==> config.mk <==
export PLATFORM = sky130hd
export DESIGN_NAME = uart_rx_fifo
export DESIGN_NICKNAME = d
export VERILOG_FILES = /design/src/rtl/uart_rx_fifo.sv
export SDC_FILE = /design/constraint.sdc
export NUM_CORES = 1
export LEC_CHECK = 0
export CORE_UTILIZATION = 60
export DETAILED_ROUTE_END_ITERATION = 6
export PLACE_DENSITY = 0.8
export SLEW_MARGIN = 0
export SYNTH_ARGS = -nofsm -noshare
export SYNTH_HDL_FRONTEND = slang
export SYNTH_SLANG_ARGS = --single-unit
==> constraint.sdc <==
create_clock -name clk_sys -period 4.5 [get_ports clk_sys]
set_input_delay 0.675 -clock clk_sys [delete_from_list [all_inputs] [get_ports clk_sys]]
set_output_delay 0.675 -clock clk_sys [all_outputs]
set_load 0.01 [all_outputs]
==> src/rtl/uart_rx_fifo.sv <==
// Purpose : UART receive buffer; syncs sampler flags, queues each byte once, counts framing errors.
// Latency : byte visible on rd_data/rd_valid 3 clk_sys edges after data_valid is first sampled high.
// Backpr. : rd_ready stalls the read port; a byte arriving while full with no pop is dropped (overflow).
//
// Ports
//   clk_sys, RST          system clock, synchronous active-high reset
//   data_rx, data_valid   sampler payload and its level-valid flag (baud domain)
//   frame_err, err_clr    sampler stop-bit error flag and its level clear handshake
//   rd_data/valid/ready   first-word fall-through read port
//   fifo_count            occupancy 0..DEPTH
//   overflow, ovf_clr     sticky drop flag and its clear
//   frame_err_cnt         saturating framing-error count
module uart_rx_fifo #(
    parameter int DATA_W    = 8,
    parameter int DEPTH     = 16,
    parameter int ERR_CNT_W = 8
) (
    input  logic                     clk_sys,
    input  logic                     RST,
    input  logic [DATA_W-1:0]        data_rx,
    input  logic                     data_valid,
    input  logic                     frame_err,
    output logic                     err_clr,
    output logic [DATA_W-1:0]        rd_data,
    output logic                     rd_valid,
    input  logic                     rd_ready,
    output logic [$clog2(DEPTH):0]   fifo_count,
    output logic                     overflow,
    input  logic                     ovf_clr,
    output logic [ERR_CNT_W-1:0]     frame_err_cnt
);

    localparam int PTR_W = $clog2(DEPTH);
    localparam int CNT_W = PTR_W + 1;
    localparam logic [CNT_W-1:0] FULL_CNT = CNT_W'(DEPTH);
    localparam logic [CNT_W-1:0] ONE_CNT  = CNT_W'(1);

    localparam logic [0:0] E_IDLE = 1'b0;
    localparam logic [0:0] E_CLR  = 1'b1;

    if (DEPTH < 2 || (DEPTH & (DEPTH - 1)) != 0) begin : g_bad_depth
        $error("uart_rx_fifo: DEPTH must be a power of 2 and at least 2");
    end

    // ------------------------------------------------------------------
    // Flag synchronizers: s1/s2 resolve metastability, s3 gives the
    // previous synchronized value for rising-edge detection.
    // ------------------------------------------------------------------
    logic dv_s1_q, dv_s2_q, dv_s3_q;
    logic fe_s1_q, fe_s2_q, fe_s3_q;

    always_ff @(posedge clk_sys) begin
        if (RST) begin
            dv_s1_q <= 1'b0;
            dv_s2_q <= 1'b0;
            dv_s3_q <= 1'b0;
            fe_s1_q <= 1'b0;
            fe_s2_q <= 1'b0;
            fe_s3_q <= 1'b0;
        end else begin
            dv_s1_q <= data_valid;
            dv_s2_q <= dv_s1_q;
            dv_s3_q <= dv_s2_q;
            fe_s1_q <= frame_err;
            fe_s2_q <= fe_s1_q;
            fe_s3_q <= fe_s2_q;
        end
    end

    logic dv_rise;
    logic fe_rise;

    // One pulse per high window, however long the sampler holds the flag.
    assign dv_rise = dv_s2_q & ~dv_s3_q;
    assign fe_rise = fe_s2_q & ~fe_s3_q;

    // ------------------------------------------------------------------
    // FIFO storage and control
    // ------------------------------------------------------------------
    logic [DATA_W-1:0] mem_q [DEPTH];
    logic [PTR_W-1:0]  wr_ptr_q, wr_ptr_d;
    logic [PTR_W-1:0]  rd_ptr_q, rd_ptr_d;
    logic [CNT_W-1:0]  count_q,  count_d;
    logic [DATA_W-1:0] rd_data_q, rd_data_d;
    logic              rd_valid_q, rd_valid_d;
    logic              overflow_q, overflow_d;

    logic fifo_full;
    logic fifo_empty;
    logic pop;
    logic push;
    logic drop;
    logic head_is_new;

    assign fifo_full  = (count_q == FULL_CNT);
    assign fifo_empty = (count_q == '0);
    assign pop        = rd_valid_q & rd_ready;
    // A pop in the same cycle frees the slot, so a full FIFO still accepts.
    assign push       = dv_rise & (~fifo_full | pop);
    assign drop       = dv_rise & fifo_full & ~pop;

    // The incoming byte becomes the head when nothing else remains after
    // this cycle's pop; it is not in mem_q yet, so forward it directly.
    assign head_is_new = push & (fifo_empty | ((count_q == ONE_CNT) & pop));

    always_comb begin
        wr_ptr_d   = wr_ptr_q;
        rd_ptr_d   = rd_ptr_q;
        count_d    = count_q;
        overflow_d = overflow_q;

        if (push) begin
            wr_ptr_d = wr_ptr_q + PTR_W'(1);
        end
        if (pop) begin
            rd_ptr_d = rd_ptr_q + PTR_W'(1);
        end

        case ({push, pop})
            2'b10:   count_d = count_q + ONE_CNT;
            2'b01:   count_d = count_q - ONE_CNT;
            default: count_d = count_q;
        endcase

        // A drop in the same cycle as ovf_clr must not be lost.
        if (drop) begin
            overflow_d = 1'b1;
        end else if (ovf_clr) begin
            overflow_d = 1'b0;
        end
    end

    // Registered head: rd_valid mirrors next occupancy, rd_data holds its
    // last value whenever the FIFO goes empty.
    always_comb begin
        rd_valid_d = (count_d != '0);
        rd_data_d  = rd_data_q;
        if (count_d != '0) begin
            if (head_is_new) begin
                rd_data_d = data_rx;
            end else begin
                rd_data_d = mem_q[rd_ptr_d];
            end
        end
    end

    // Storage is left unreset; reset empties the FIFO by clearing the
    // pointers and count, so stale contents are never presented.
    always_ff @(posedge clk_sys) begin
        if (push) begin
            mem_q[wr_ptr_q] <= data_rx;
        end
    end

    always_ff @(posedge clk_sys) begin
        if (RST) begin
            wr_ptr_q   <= '0;
            rd_ptr_q   <= '0;
            count_q    <= '0;
            rd_data_q  <= '0;
            rd_valid_q <= 1'b0;
            overflow_q <= 1'b0;
        end else begin
            wr_ptr_q   <= wr_ptr_d;
            rd_ptr_q   <= rd_ptr_d;
            count_q    <= count_d;
            rd_data_q  <= rd_data_d;
            rd_valid_q <= rd_valid_d;
            overflow_q <= overflow_d;
        end
    end

    // ------------------------------------------------------------------
    // Framing-error counter (saturating) and Err_clr handshake FSM
    // ------------------------------------------------------------------
    logic [ERR_CNT_W-1:0] err_cnt_q, err_cnt_d;
    logic [0:0]           state_q, state_d;
    logic                 err_clr_q, err_clr_d;

    always_comb begin
        err_cnt_d = err_cnt_q;
        if (fe_rise && (err_cnt_q != '1)) begin
            err_cnt_d = err_cnt_q + ERR_CNT_W'(1);
        end
    end

    // err_clr stays high until the sampler has visibly dropped frame_err,
    // which guarantees the slower baud domain has seen the clear.
    always_comb begin
        state_d = state_q;
        case (state_q)
            E_IDLE: begin
                if (fe_rise) begin
                    state_d = E_CLR;
                end
            end
            E_CLR: begin
                if (!fe_s2_q) begin
                    state_d = E_IDLE;
                end
            end
            default: state_d = E_IDLE;
        endcase
        err_clr_d = (state_d == E_CLR);
    end

    always_ff @(posedge clk_sys) begin
        if (RST) begin
            err_cnt_q <= '0;
            state_q   <= E_IDLE;
            err_clr_q <= 1'b0;
        end else begin
            err_cnt_q <= err_cnt_d;
            state_q   <= state_d;
            err_clr_q <= err_clr_d;
        end
    end

    // ------------------------------------------------------------------
    // Outputs
    // ------------------------------------------------------------------
    assign rd_data       = rd_data_q;
    assign rd_valid      = rd_valid_q;
    assign fifo_count    = count_q;
    assign overflow      = overflow_q;
    assign err_clr       = err_clr_q;
    assign frame_err_cnt = err_cnt_q;

endmodule
==> summary.txt <==
Status: finished with violations
Failing checks: design-rule violations
Worst R2R Setup Slack: 0.94 ns
DRT met1 WL: 7.64 mm
IO Port Bufs: 37
Synth Register Bits: 166
Type of the worst min-delay path: reg -> reg
Synth async-reset ratio: 0%
ANT nets after route: 0
Finish-stage setup viols: 0
Largest family of logic cells by synthesized area: compound AO/OA/AOI/OAI gates
CP max FO: 15
Critical path launch point type: input pin
Synth Instances: 615
H-tree depth: 4
DIE AREA: 13200 um^2
Met2 wire length: 8.15 mm
First-pass GRT wire length: 27.4 mm
Multiplexer share of the synthesized area: 7.83%
Initial antenna violation count: 0
Avg Cell Area, Syn: 12.4 um^2
DR iter-0 viols: 716
Drt drc: 7
Number of global-route vias before repair: 4969
Initial Utilization: 62.4%
Post-cts resize count: 0
Ant. Diodes: 0
Synth Area in Adders: 1.97%
RSZ-0062 raised after global routing: no
Row cnt: 40
RePlAce Congestion: 0.898
CTS Sinks: 166
XOR/XNOR Fraction of Synth Area: 1.86%
DR vias/cell: 6.40
Met3 routed WL: 1.64 mm
Register area: 4600 um^2
Setup tns final: 0 ns
Nets: 674
Cell Pwr Density: 411 nW/um^2
Non-Filler Instances: 829
Layout area overhead: 14.2%
Skew-Pair Late Insertion Delay: 0.44 ns
Arrival time of the worst setup path: 3.98 ns
CTS tree: yes
Critical path type: in -> reg
Worst EP required: 4.82 ns
Clock buffer depth: 2
Leak: 2.98 nW
Slew margin rel.: 22.4%
Initial DRT Pass Iterations: 7
Share of layout cells above drive strength 1: 9.98%
Core Footprint: 12200 um^2
Largest net degree at the start of global routing: 46
Post-synth cell types: 58
Post-synthesis cell area: 7620 um^2
I/O pin count: 38
Area of the multi-input gates: 2750 um^2
Top sig layer: met4
Crit. End Element: flop
Peak VDD IR: 349 uV
Final Critical Period: 3.66 ns
Clock Skews: 0.00704 ns
Max frequency: 0.273 GHz
Total power: 3.58 mW
Ys flop type: edfxtp_1
CTS Root Cell: clkbuf_16
Die W: 115 um
Max Slew Vio Count: 0
Syn Nets: 641
Part of the Yosys area used for sequential elements: 60.4%
Final hold vios: 0
HPWL after detailed placement: 11.6 mm
Global Route Usage Sum: 28.6%
Complex-gate fraction of the synthesized area: 14.7%
Post-CTS Setup Bufs: 0
Post-Synth Simple-Gate Area: 9.52%
Inserted Clock Buffers: 17
Setup Slack @ Placement: 0.523 ns
Crit share post-route: 81.4%
Cts hold-fix bufs: 0
Yosys Warn Count: 0
WL per Instance: 21.4 um
Fill count: 882
Max Cap Violations: 0
Fin worst setup slack: 0.837 ns
Die H: 115 um
Post-Place Cells: 797
Final wirelength: 17.8 mm
Pin slew with the least headroom to its limit: 1.16 ns
Post-synth EDFFs: 128
Vias: 5303
GRT Residual Overflow: 0
Reg clk slew, reported paths: 0.07 ns
Worst hold margin: 0.438 ns
## critical path: stages
cell and delay, ns:
clkdlybuf4s50_1 0.46, buf_4 0.20, and2_1 0.18, nor3_1 0.06
nor2_2 0.12, inv_1 0.06, ha_1 0.44, nor2_1 0.08
mux2_2 0.27, a211oi_1 0.33, nand4_1 0.59, a311oi_1 0.50
## layout make-up
class | instances | area share (%)
Clock inverter | 13 | 1.41
Sequential cell | 166 | 52.9
Multi-Input combinational cell | 386 | 31.5
Tap cell | 168 | 2.42
Timing Repair Buffer | 55 | 5.81
Inverter | 22 | 0.949
Clock buffer | 19 | 4.97
## layer usage
metal	global-route usage (%)	vias to the layer above
met3	9.37	35
met1	39.8	2556
met2	42.7	279
met5	0	-
li1	-	2433
met4	9.26	0
## cell families (layout without fill, tap and decap cells)
kind of cell    count (synthesis)  in the layout
buf+inv                        63            109
compound gates                158            158
flops                         166            166
xor+xnor                       14             14
mux                            52             52
simple gates                  150            150
fa+ha+maj                      12             12
## cells in the mapped netlist (4+ instances only)
cell	number	share of area, %
o21ai_0	14	0.92
ha_1	12	2.0
o31ai_1	7	0.69
mux4_2	6	1.8
a31oi_1	7	0.57
buf_1	4	0.20
nor2_1	50	2.5
xor2_1	9	1.0
a221oi_1	17	2.0
a22oi_1	7	0.69
a32oi_1	5	0.57
inv_1	21	1.0
nand3_1	4	0.26
a21oi_1	43	2.8
o2111a_1	4	0.59
edfxtp_1	128	50
a211oi_1	13	1.3
nand2_1	36	1.8
xnor2_1	4	0.46
o211ai_1	8	0.79
nand2b_1	11	0.90
mux2i_1	45	5.9
buf_2	17	1.1
o2111ai_1	6	0.69
a311oi_1	8	0.92
nor2b_1	13	1.1
nor3_1	14	0.92
clkbuf_1	16	0.79
o21bai_1	4	0.39
nand4_1	5	0.41
dfxtp_1	38	10
## layout by cell type (no fill, tap or decap), types with 5 or more instances in the layout
cell             count
inv_6                5
nor2_1              50
dfxtp_1             38
edfxtp_1           128
buf_4               18
a311oi_1             8
mux4_2               6
nand4_1              5
o21ai_0             14
mux2i_1             45
a211oi_1            13
o2111ai_1            6
clkdlybuf4s50_1     37
o31ai_1              7
nand2b_1            11
a21oi_1             43
clkbuf_16           17
nor2b_1             13
a221oi_1            17
nand2_1             36
nor3_1              14
inv_1               21
o211ai_1             8
ha_1                12
a31oi_1              7
xor2_1               9
a22oi_1              7
a32oi_1              5
## worst paths after layout
check | from | endpoint | cells after the start
max | rd_ready | rd_data[1] | 12
min reg2reg | dv_s1_q | dv_s2_q | 1
min | dv_s1_q | dv_s2_q | 1
max reg2reg | fifo_count[0] | rd_data[1] | 12
## state kept, by name (all words and copies together), names as in the netlist
name	count
err_clr	1
fe_s3_q	1
fifo_count	5
wr_ptr_q	4
rd_data	8
rd_valid	1
mem_q	128
fe_s1_q	1
dv_s2_q	1
rd_ptr_q	4
frame_err_cnt	8
dv_s3_q	1
overflow	1
dv_s1_q	1
fe_s2_q	1
## where the power goes
| part | leakage (nW) | switching (mW) | total (mW) | internal (mW) |
|---|---|---|---|---|
| Combinational | 1.25 | 0.287 | 0.490 | 0.202 |
| Sequential | 1.46 | 0.0320 | 1.71 | 1.68 |
| Clock | 0.261 | 0.608 | 1.38 | 0.767 |
## through the flow
step	instance area (um^2)	util, %
floorplan	7620	-
global route	8700	71.3
finish	8700	71.3
detailed placement	8140	66.7
CTS	8700	71.2
global placement	8140	66.7
No activity file was read; power rests on OpenSTA's default activity.
